--- src/rtl/count_sequencer.sv ---
// count_sequencer: start/stop controlled WIDTH-bit event counter with one-shot
// and auto-reload modes, a valid/ready config port and terminal-count ticks.
//
// Optional feature: define CNT_PRESCALE_EN to add the cfg_presc port and a
// prescaler that divides the step rate by (presc_reg + 1).
//
// Handshake: a config transfer happens on any rising edge where
// cfg_valid && cfg_ready. cfg_ready is high in IDLE and DONE and low in RUN.
// The requester holds cfg_valid (and its data) until the transfer edge.
// Start, stop and transfer are all sampled on the same edge. A transfer that
// coincides with start applies to the run being started.
module count_sequencer #(
  parameter int WIDTH       = 8,
  parameter int PRESC_WIDTH = 4
) (
  input  logic                   clk,
  input  logic                   reset_n,
  input  logic                   cfg_valid,
  output logic                   cfg_ready,
  input  logic [WIDTH-1:0]       cfg_period,
  input  logic                   cfg_mode,
  input  logic                   start,
  input  logic                   stop,
  output logic                   busy,
  output logic [WIDTH-1:0]       count,
  output logic                   tick,
  output logic                   done,
  output logic                   err,
`ifdef CNT_PRESCALE_EN
  input  logic [PRESC_WIDTH-1:0] cfg_presc,
`endif
  output logic [1:0]             dbg_state
);

  localparam logic [1:0] S_IDLE = 2'd0;
  localparam logic [1:0] S_RUN  = 2'd1;
  localparam logic [1:0] S_DONE = 2'd2;

  localparam logic [WIDTH-1:0] ONE = 1;

  logic [1:0]       state_q, state_d;
  logic [WIDTH-1:0] count_q, count_d;
  logic [WIDTH-1:0] period_q, period_d;
  logic             mode_q, mode_d;
  logic             tick_q, tick_d;
  logic             done_q, done_d;
  logic             err_q, err_d;

  logic             xfer;
  logic             step;
  logic             terminal;
  logic [WIDTH-1:0] period_eff;

`ifdef CNT_PRESCALE_EN
  localparam logic [PRESC_WIDTH-1:0] PONE = 1;
  logic [PRESC_WIDTH-1:0] presc_q, presc_d;
  logic [PRESC_WIDTH-1:0] pcnt_q, pcnt_d;
  assign step = (pcnt_q == presc_q);
`else
  // Prescaler width only matters with the prescaler built in.
  if (PRESC_WIDTH < 1) begin : g_presc_width_unused
  end
  assign step = 1'b1;
`endif

  assign cfg_ready  = (state_q != S_RUN);
  assign busy       = (state_q == S_RUN);
  assign xfer       = cfg_valid && cfg_ready;
  // A transfer on the start edge decides whether that start is legal.
  assign period_eff = xfer ? cfg_period : period_q;
  assign terminal   = (count_q == (period_q - ONE));

  assign count     = count_q;
  assign tick      = tick_q;
  assign done      = done_q;
  assign err       = err_q;
  assign dbg_state = state_q;

  // Next-state, counter, config and pulse decode.
  always_comb begin
    state_d  = state_q;
    count_d  = count_q;
    period_d = period_q;
    mode_d   = mode_q;
    tick_d   = 1'b0;
    done_d   = done_q;
    err_d    = 1'b0;
`ifdef CNT_PRESCALE_EN
    presc_d  = presc_q;
    pcnt_d   = '0;
`endif

    if (xfer) begin
      period_d = cfg_period;
      mode_d   = cfg_mode;
`ifdef CNT_PRESCALE_EN
      presc_d  = cfg_presc;
`endif
    end

    case (state_q)
      S_IDLE: begin
        if (start && !stop) begin
          if (period_eff == '0) begin
            err_d = 1'b1;
          end else begin
            state_d = S_RUN;
            count_d = '0;
          end
        end
      end
      S_RUN: begin
        if (stop) begin
          state_d = S_IDLE;
          count_d = '0;
        end else begin
`ifdef CNT_PRESCALE_EN
          pcnt_d = step ? '0 : (pcnt_q + PONE);
`endif
          if (step) begin
            if (terminal) begin
              count_d = '0;
              tick_d  = 1'b1;
              if (!mode_q) begin
                state_d = S_DONE;
                done_d  = 1'b1;
              end
            end else begin
              count_d = count_q + ONE;
            end
          end
        end
      end
      S_DONE: begin
        if (stop) begin
          state_d = S_IDLE;
          done_d  = 1'b0;
        end else if (start) begin
          if (period_eff == '0) begin
            err_d = 1'b1;
          end else begin
            state_d = S_RUN;
            count_d = '0;
            done_d  = 1'b0;
          end
        end
      end
      default: begin
        state_d = S_IDLE;
        count_d = '0;
        done_d  = 1'b0;
      end
    endcase
  end

  // State registers with asynchronous active-low reset.
  always_ff @(posedge clk or negedge reset_n) begin
    if (!reset_n) begin
      state_q  <= S_IDLE;
      count_q  <= '0;
      period_q <= '0;
      mode_q   <= 1'b0;
      tick_q   <= 1'b0;
      done_q   <= 1'b0;
      err_q    <= 1'b0;
`ifdef CNT_PRESCALE_EN
      presc_q  <= '0;
      pcnt_q   <= '0;
`endif
    end else begin
      state_q  <= state_d;
      count_q  <= count_d;
      period_q <= period_d;
      mode_q   <= mode_d;
      tick_q   <= tick_d;
      done_q   <= done_d;
      err_q    <= err_d;
`ifdef CNT_PRESCALE_EN
      presc_q  <= presc_d;
      pcnt_q   <= pcnt_d;
`endif
    end
  end

endmodule

--- config.mk ---
export PLATFORM = sky130hd
export DESIGN_NAME = count_sequencer
export DESIGN_NICKNAME = d
export VERILOG_FILES = /design/src/rtl/count_sequencer.sv
export SDC_FILE = /design/constraint.sdc
export NUM_CORES = 1
export LEC_CHECK = 0
export ABC_AREA = 1
export CAP_MARGIN = 20
export CORE_UTILIZATION = 51
export CTS_BUF_LIST = sky130_fd_sc_hd__clkbuf_16
export DETAILED_ROUTE_END_ITERATION = 7
export GPL_TIMING_DRIVEN = 0
export MAX_ROUTING_LAYER = met4
export PLACE_DENSITY = 0.87
export SLEW_MARGIN = 20
export SYNTH_ARGS = -nofsm -noshare
export SYNTH_HDL_FRONTEND = slang
export SYNTH_SLANG_ARGS = --single-unit
--- constraint.sdc ---
create_clock -name clk -period 2.08 [get_ports clk]
set_input_delay 0.416 -clock clk [delete_from_list [all_inputs] [get_ports clk]]
set_output_delay 0.416 -clock clk [all_outputs]
set_load 0.005 [all_outputs]
==> results.py <==
metrics = {
    "logic_synthesis": {
        "post-synth-top-area-fraction_pct": 36.9,
        "synth.yosys.seq_area_share_pct": 36.9,
        "synth_area_um2": 1490,
        "yosys.cell_types.count": 22,
        "yosys_register_bits": 22,
        "mappedNetlistNets": 218,
        "synthesis.area_per_instance_um2": 7.40,
        "synthCells": 202,
        "post_synth_main_area_contributors": "sky130_fd_sc_hd__dfrtp_1, sky130_fd_sc_hd__nand2_1, sky130_fd_sc_hd__inv_1",
        "synth_top_cell_by_area": "sky130_fd_sc_hd__dfrtp_1",
        "synth.yosys.warnings": 0,
    },
    "clocking": {
        "clkTransAtPathRegs_ns": 0.06,
        "numCtsBuffers": 3,
        "clock-root-buffer": "sky130_fd_sc_hd__clkbuf_16",
        "cts.path.max_buffers": 2,
        "cts_tree": "yes",
        "cts_max_level": 1,
        "num_clock_sinks": 22,
        "count_of_hold_fix_buffers_inserted_at_cts": 0,
        "clock_insertion_delay_worst_skew_ns": 0.26,
    },
    "sta": {
        "fin_crit_sh_pct": 96.8,
        "finalWorstPathRequiredPeriod_ns": 2.01,
        "setup_viol_count_final": 0,
        "sum_of_negative_setup_slack_ns": 0,
        "worst_hold_slack_ns": 0.122,
        "clock.fmax_mhz": 497,
        "report.final.hold_viol_count": 0,
        "tightestPinTransition_ns": 0.501,
        "clock-skew-final_ns": 0.00248,
        "rsz0062_at_grt": "false",
        "timing.final.max_slew_violations": 0,
        "max-slew-margin-rel_pct": 66.6,
    },
    "worst_setup_path": {
        "timing.critical_path.required_ns": 1.66,
        "cp_data_arrival_time_ns": 1.60,
        "critical_path_buf_inv_count": 3,
        "regToRegSetupSlack_ns": 0.18,
        "critPathMaxStageDelay_ns": 0.54,
        "crit-reg2reg-capture": "count[0]",
        "timing.setup.critical_path_class": "flip-flop to output pin",
        "worst_setup_path_end_kind": "output pin",
        "r2r-start": "period_q[0]",
        "path_max_fanout": 7,
        "critPathSlowestCell": "sky130_fd_sc_hd__clkdlybuf4s50_1",
        "ff2ff_path_depth": 12,
        "crit_family": "buffers and inverters",
        "crit_chain": "inv_2 -> nand2_4 -> inv_1 -> clkdlybuf4s50_1",
        "timing.critical_path.from_type": "flip-flop",
    },
    "global_routing": {
        "grt_max_degree": 23,
        "grt_pass1_wl_um": 5690,
        "grt_remaining_overflow": 0,
        "grt_pass1_vias": 1306,
        "grt_antenna_before_repair": 0,
        "grt_usage_pct": 24.0,
    },
    "route": {
        "drtPass1Iterations": 4,
        "avg_vias_per_cell": 5.27,
        "route.detailed.wl_per_inst_um": 12.5,
        "post_route_ant_nets": 0,
        "drt_drc_violations_left": 0,
        "drt-initial-drc-count": 43,
        "routed-via-count": 1406,
        "route.final.wire_length_um": 3340,
    },
    "power": {
        "cellPowerDensity_nw_per_um2": 1160,
        "design_power_total_mw": 2.21,
        "power.ir.vdd_worst_uv": 798,
        "power.static_leakage_nw": 0.954,
    },
    "floorplanning": {
        "rows": 19,
        "placeableCoreArea_um2": 2760,
        "area_enclosed_by_the_die_boundary_um2": 3150,
        "floorplan.initialDensity_pct": 54.2,
        "ioPinCount": 29,
        "dieHeight_um": 56.1,
        "die_width_um": 56.1,
    },
    "run_status": {
        "outcome": "completed",
    },
    "placed_design": {
        "routabilityCongestion": 0.864,
        "number_of_cells_after_detailed_placement": 261,
        "port_buffers": 28,
        "dp.final_hpwl_um": 2390,
    },
    "final_layout": {
        "post-route-util_pct": 68.9,
        "leading_cell_type_in_the_layout_fill_and_taps_excluded": "sky130_fd_sc_hd__nand2_1",
        "antenna-diode-count": 0,
        "post_route_cells_drive_above_1_share_pct": 14.4,
        "finish.net_count": 253,
        "num-fill-cells": 240,
        "layout_common_cells": "sky130_fd_sc_hd__nand2_1, sky130_fd_sc_hd__inv_1, sky130_fd_sc_hd__clkdlybuf4s50_1",
        "area_growth_syn_to_layout_pct": 27.2,
        "layout.cells.non_filler": 267,
    },
    "run": {
        "drv.max_cap_violation_count": 0,
    },
    "worst_hold_path": {
        "hold_class": "primary input to asynchronous set/reset pin",
    },
}
[timing repair]
action | in CTS | in global routing
setup endpoints to repair | 0 | 11
buffers inserted | 0 | 1
resized for setup | 0 | 2
[registers in the layout, indices dropped and copies added, names as in the netlist]
name,flops
period_q,8
dbg_state,2
done,1
tick,1
mode_q,1
err,1
count,8
[worst max path at each step]
stage                       from        to  slack [ns]  depth (start not counted)
floorplan            period_q[0]  count[0]        0.42                         11
global placement       cfg_valid  count[0]        0.02                         10
detailed placement     cfg_valid  count[0]       0.007                          9
CTS                  period_q[0]  count[0]        0.05                         11
global route        dbg_state[0]      busy       0.002                          3
finish              dbg_state[1]      busy        0.07                          4
[cell families (layout without fill, tap and decap cells)]
logic type | after synthesis | count (layout) | synth area share (%)
xor+xnor | 11 | 11 | 6.45
flops | 22 | 22 | 36.9
fa+ha+maj | 2 | 2 | 1.67
simple gates | 105 | 106 | 34.3
buf+inv | 41 | 74 | 11.4
compound gates | 21 | 21 | 9.38
[layer usage]
layer	global-route usage [%]	part of all wire, %	vias up
li1	-	-	703
met1	29.9	44	646
met2	40.5	50	50
met3	3.95	4.5	7
met4	6.97	1.2	0
met5	-	0	-
[stage by stage]
stage          setup WS (ns)  instance area, um^2
6_report              0.0667                 1900
5_1_grt              0.00179                 1900
4_1_cts               0.0480                 1890
3_5_place_dp         0.00662                 1810
3_3_place_gp          0.0223                 1810
2_1_floorplan          0.418                 1490
[synthesized netlist by cell type]
| library cell | count |
|---|---|
| sky130_fd_sc_hd__nand3_1 | 20 |
| sky130_fd_sc_hd__nand2_1 | 41 |
| sky130_fd_sc_hd__buf_12 | 1 |
| sky130_fd_sc_hd__xnor2_1 | 2 |
| sky130_fd_sc_hd__o21ai_2 | 8 |
| sky130_fd_sc_hd__inv_1 | 39 |
| sky130_fd_sc_hd__nor4_1 | 1 |
| sky130_fd_sc_hd__nor3_1 | 2 |
| sky130_fd_sc_hd__ha_1 | 2 |
| sky130_fd_sc_hd__nor2_2 | 2 |
| sky130_fd_sc_hd__a31oi_1 | 1 |
| sky130_fd_sc_hd__dfrtp_1 | 22 |
| sky130_fd_sc_hd__nor2_1 | 16 |
| sky130_fd_sc_hd__nand2_4 | 4 |
| sky130_fd_sc_hd__nand4_1 | 5 |
| sky130_fd_sc_hd__xor2_1 | 9 |
| sky130_fd_sc_hd__nand2_2 | 10 |
| sky130_fd_sc_hd__inv_2 | 1 |
| sky130_fd_sc_hd__nand3b_1 | 4 |
| sky130_fd_sc_hd__a21oi_1 | 4 |
| sky130_fd_sc_hd__o21ai_0 | 7 |
| sky130_fd_sc_hd__a21oi_2 | 1 |
[area by class of cell]
| type | count | area [um^2] | share of cell area, % |
|---|---|---|---|
| timing repair buffer | 29 | 283 | 14.9 |
| multi-input combinational | 140 | 779 | 41.0 |
| buffer | 1 | 20.0 | 1.05 |
| inverter | 40 | 150 | 7.90 |
| clock buffer | 3 | 75.1 | 3.95 |
| tap | 31 | 38.8 | 2.04 |
| clock inverter | 1 | 3.75 | 0.197 |
| sequential | 22 | 551 | 29.0 |
[power breakdown]
part / switching [mW] / total, mW / internal, mW / leakage (nW)
combinational: 0.626 / 1.08 / 0.455 / 0.642
sequential: 0.152 / 0.713 / 0.561 / 0.273
clock: 0.160 / 0.417 / 0.257 / 0.0385
total: 0.937 / 2.21 / 1.27 / 0.954
No activity file was read; power rests on OpenSTA's default activity.
==> RTL edit, RTL diff (config.mk and constraints unchanged) <==
`WIDTH`: 8 -> 10.
--- a/src/rtl/count_sequencer.sv
+++ b/src/rtl/count_sequencer.sv
@@ -12,3 +12,3 @@
 module count_sequencer #(
-  parameter int WIDTH       = 8,
+  parameter int WIDTH       = 10,
   parameter int PRESC_WIDTH = 4
Interface: changed (resized cfg_period and count); port bits go from 29 to 33. The function was not compared with the original's and may differ.
==> RTL edit against the original RTL <==
Cell count is 42% higher. Largest power group unchanged. Sequential cell count increased by 4. Worst setup slack improved by 30 ps. Synthesized area grew 29%. Synthesized cell count grew 44%. Power is 34% higher. Wire length is 45% higher. Sequential share of layout area shrank 2.6 points. Critical endpoint is now count[2]. Worst hold slack improved by 27 ps. Final area increased by 30%.
==> RTL edit: results (changes against the original RTL) <==
- Status: completed
- Top post-synthesis cells by count: 88 x nand2_1, 41 x inv_1, 31 x nand3_1, 27 x nor2_1, 26 x dfrtp_1
- Peak supply drop: 0.000697 V (-13%)
- Final Skew: 2.03 ps (-0.450 ps)
- Area after DPL: 2310 µm² (+27%)
- Slowest CP cell: dfrtp_1
- Final WL: 4.85 mm (+45%)
- Yosys warns: 0 (unchanged)
- Worst path arrival time: 2140 ps (+540 ps)
- Syn nets: 309 (+42%)
- Clock tree buffer depth: 2 (unchanged)
- Ys flop type: dfrtp_1
- Pin count of the biggest net entering global routing: 27 (+17%)
- # Max-Cap Violations: 0 (unchanged)
- LEAKAGE: 1.17 nW (+23%)
- Top cells by area, synth: dfrtp_1 34%, nand2_1 17%, nand3_1 8.0%, inv_1 8.0%, nor2_1 5.2%
- Normalized max-slew margin: 0.613 (-0.0525)
- Inserted Diodes: 0 (unchanged)
- Clock transition at path regs: 60 ps (about the same)
- # port buffers: 32 (+14%)
- Fraction of registers with async set/reset: 1.00 (unchanged)
- Vias in the first global route: 1841 (+41%)
- Post-CTS Setup Bufs: 0 (unchanged)
- Total CTS buffers: 3 (unchanged)
- GP Congestion: 0.888 (+2.7%)
- Via count: 2031 (+44%)
- Synth cell types: 28 (+27%)
- Root buf cell: clkbuf_16
- Min-Delay Path Class: input port to async pin
- Total global-route track usage: 0.256 (+0.0159)
- First-pass GRT wire length: 7.89 mm (+39%)
- H-tree depth: 1 (unchanged)
- Detailed placement HPWL: 3.57 mm (+49%)
- First DRT Iteration DRCs: 84 (+95%)
- R2R cell count: 12 (unchanged)
- DRT Pass-1 Iters: 5 (+1)
- Resize count post-CTS: 6 (+6)
- Max stage delay on crit path: 420 ps (-120 ps)
- Clock insertion delay at the later pin of the skew report: 260 ps (about the same)
- Layout Nets: 349 (+38%)
- Worst-path fanout max: 6 (-1)
- Fraction of layout cells with a size suffix above 1: 0.133 (-0.0107)
- Sequential area share after synthesis: 0.336 (-0.0322)
- Antenna violations before repair: 0 (unchanged)
[RTL edit: metrics by stage]
step                setup slack (ps)  instances   util
floorplan                        271        291      -
global placement                -293        371  0.632
detailed placement              -338        371  0.631
CTS                             6.35        375  0.655
global route                   -3.87        378  0.677
finish                          97.0        378  0.677
[RTL edit: power by group]
group / internal (mW) / total, mW / switching, mW
Combinational: 0.661 / 1.68 / 1.02
Sequential: 0.658 / 0.841 / 0.183
Clock: 0.258 / 0.432 / 0.175
[RTL edit: final cells by class]
cell class                 instances  area [µm²]
timing repair buffer              35         337
clock inverter                     1        3.75
multi-input combinational        218        1140
buffer                             3        35.0
clock buffer                       3        75.1
inverter                          44         171
sequential                        26         653
tap                               48        60.1
fill                             300        1180
[RTL edit: routing by layer]
metal | share of wire | track usage | wire (µm)
met4 | 0.039 | 0.131 | 188
met2 | 0.48 | 0.411 | 2350
met3 | 0.052 | 0.0236 | 253
met5 | 0 | - | 0
met1 | 0.43 | 0.321 | 2060
[RTL edit: worst max-delay path: cells and delay by family, from the launching register on]
| family | cells | cell delay, ps |
|---|---|---|
| simple gates | 12 | 1460 |
| flops | 1 | 420 |
[RTL edit: worst paths after layout]
kind                       slack [ps]        start      endpoint
setup reg to reg                  100  period_q[2]      count[2]
setup / recovery                  100  period_q[2]      count[2]
max in group asynchronous        1520      reset_n  dbg_state[0]
hold / removal                    150      reset_n        mode_q
hold reg to reg                   490         done          done
min in group clk                  490         done          done
[RTL edit: kinds of logic after synthesis]
group / after synthesis / share of synthesized area
DFF: 26 / 0.336
xor gates and xnor gates: 10 / 0.0453
muxes: 1 / 0.00582
adders and majority gates: 2 / 0.0129
and+or+nand+nor: 182 / 0.422
buffers and inverters: 47 / 0.103
AOI/OAI and AO/OA: 23 / 0.0744
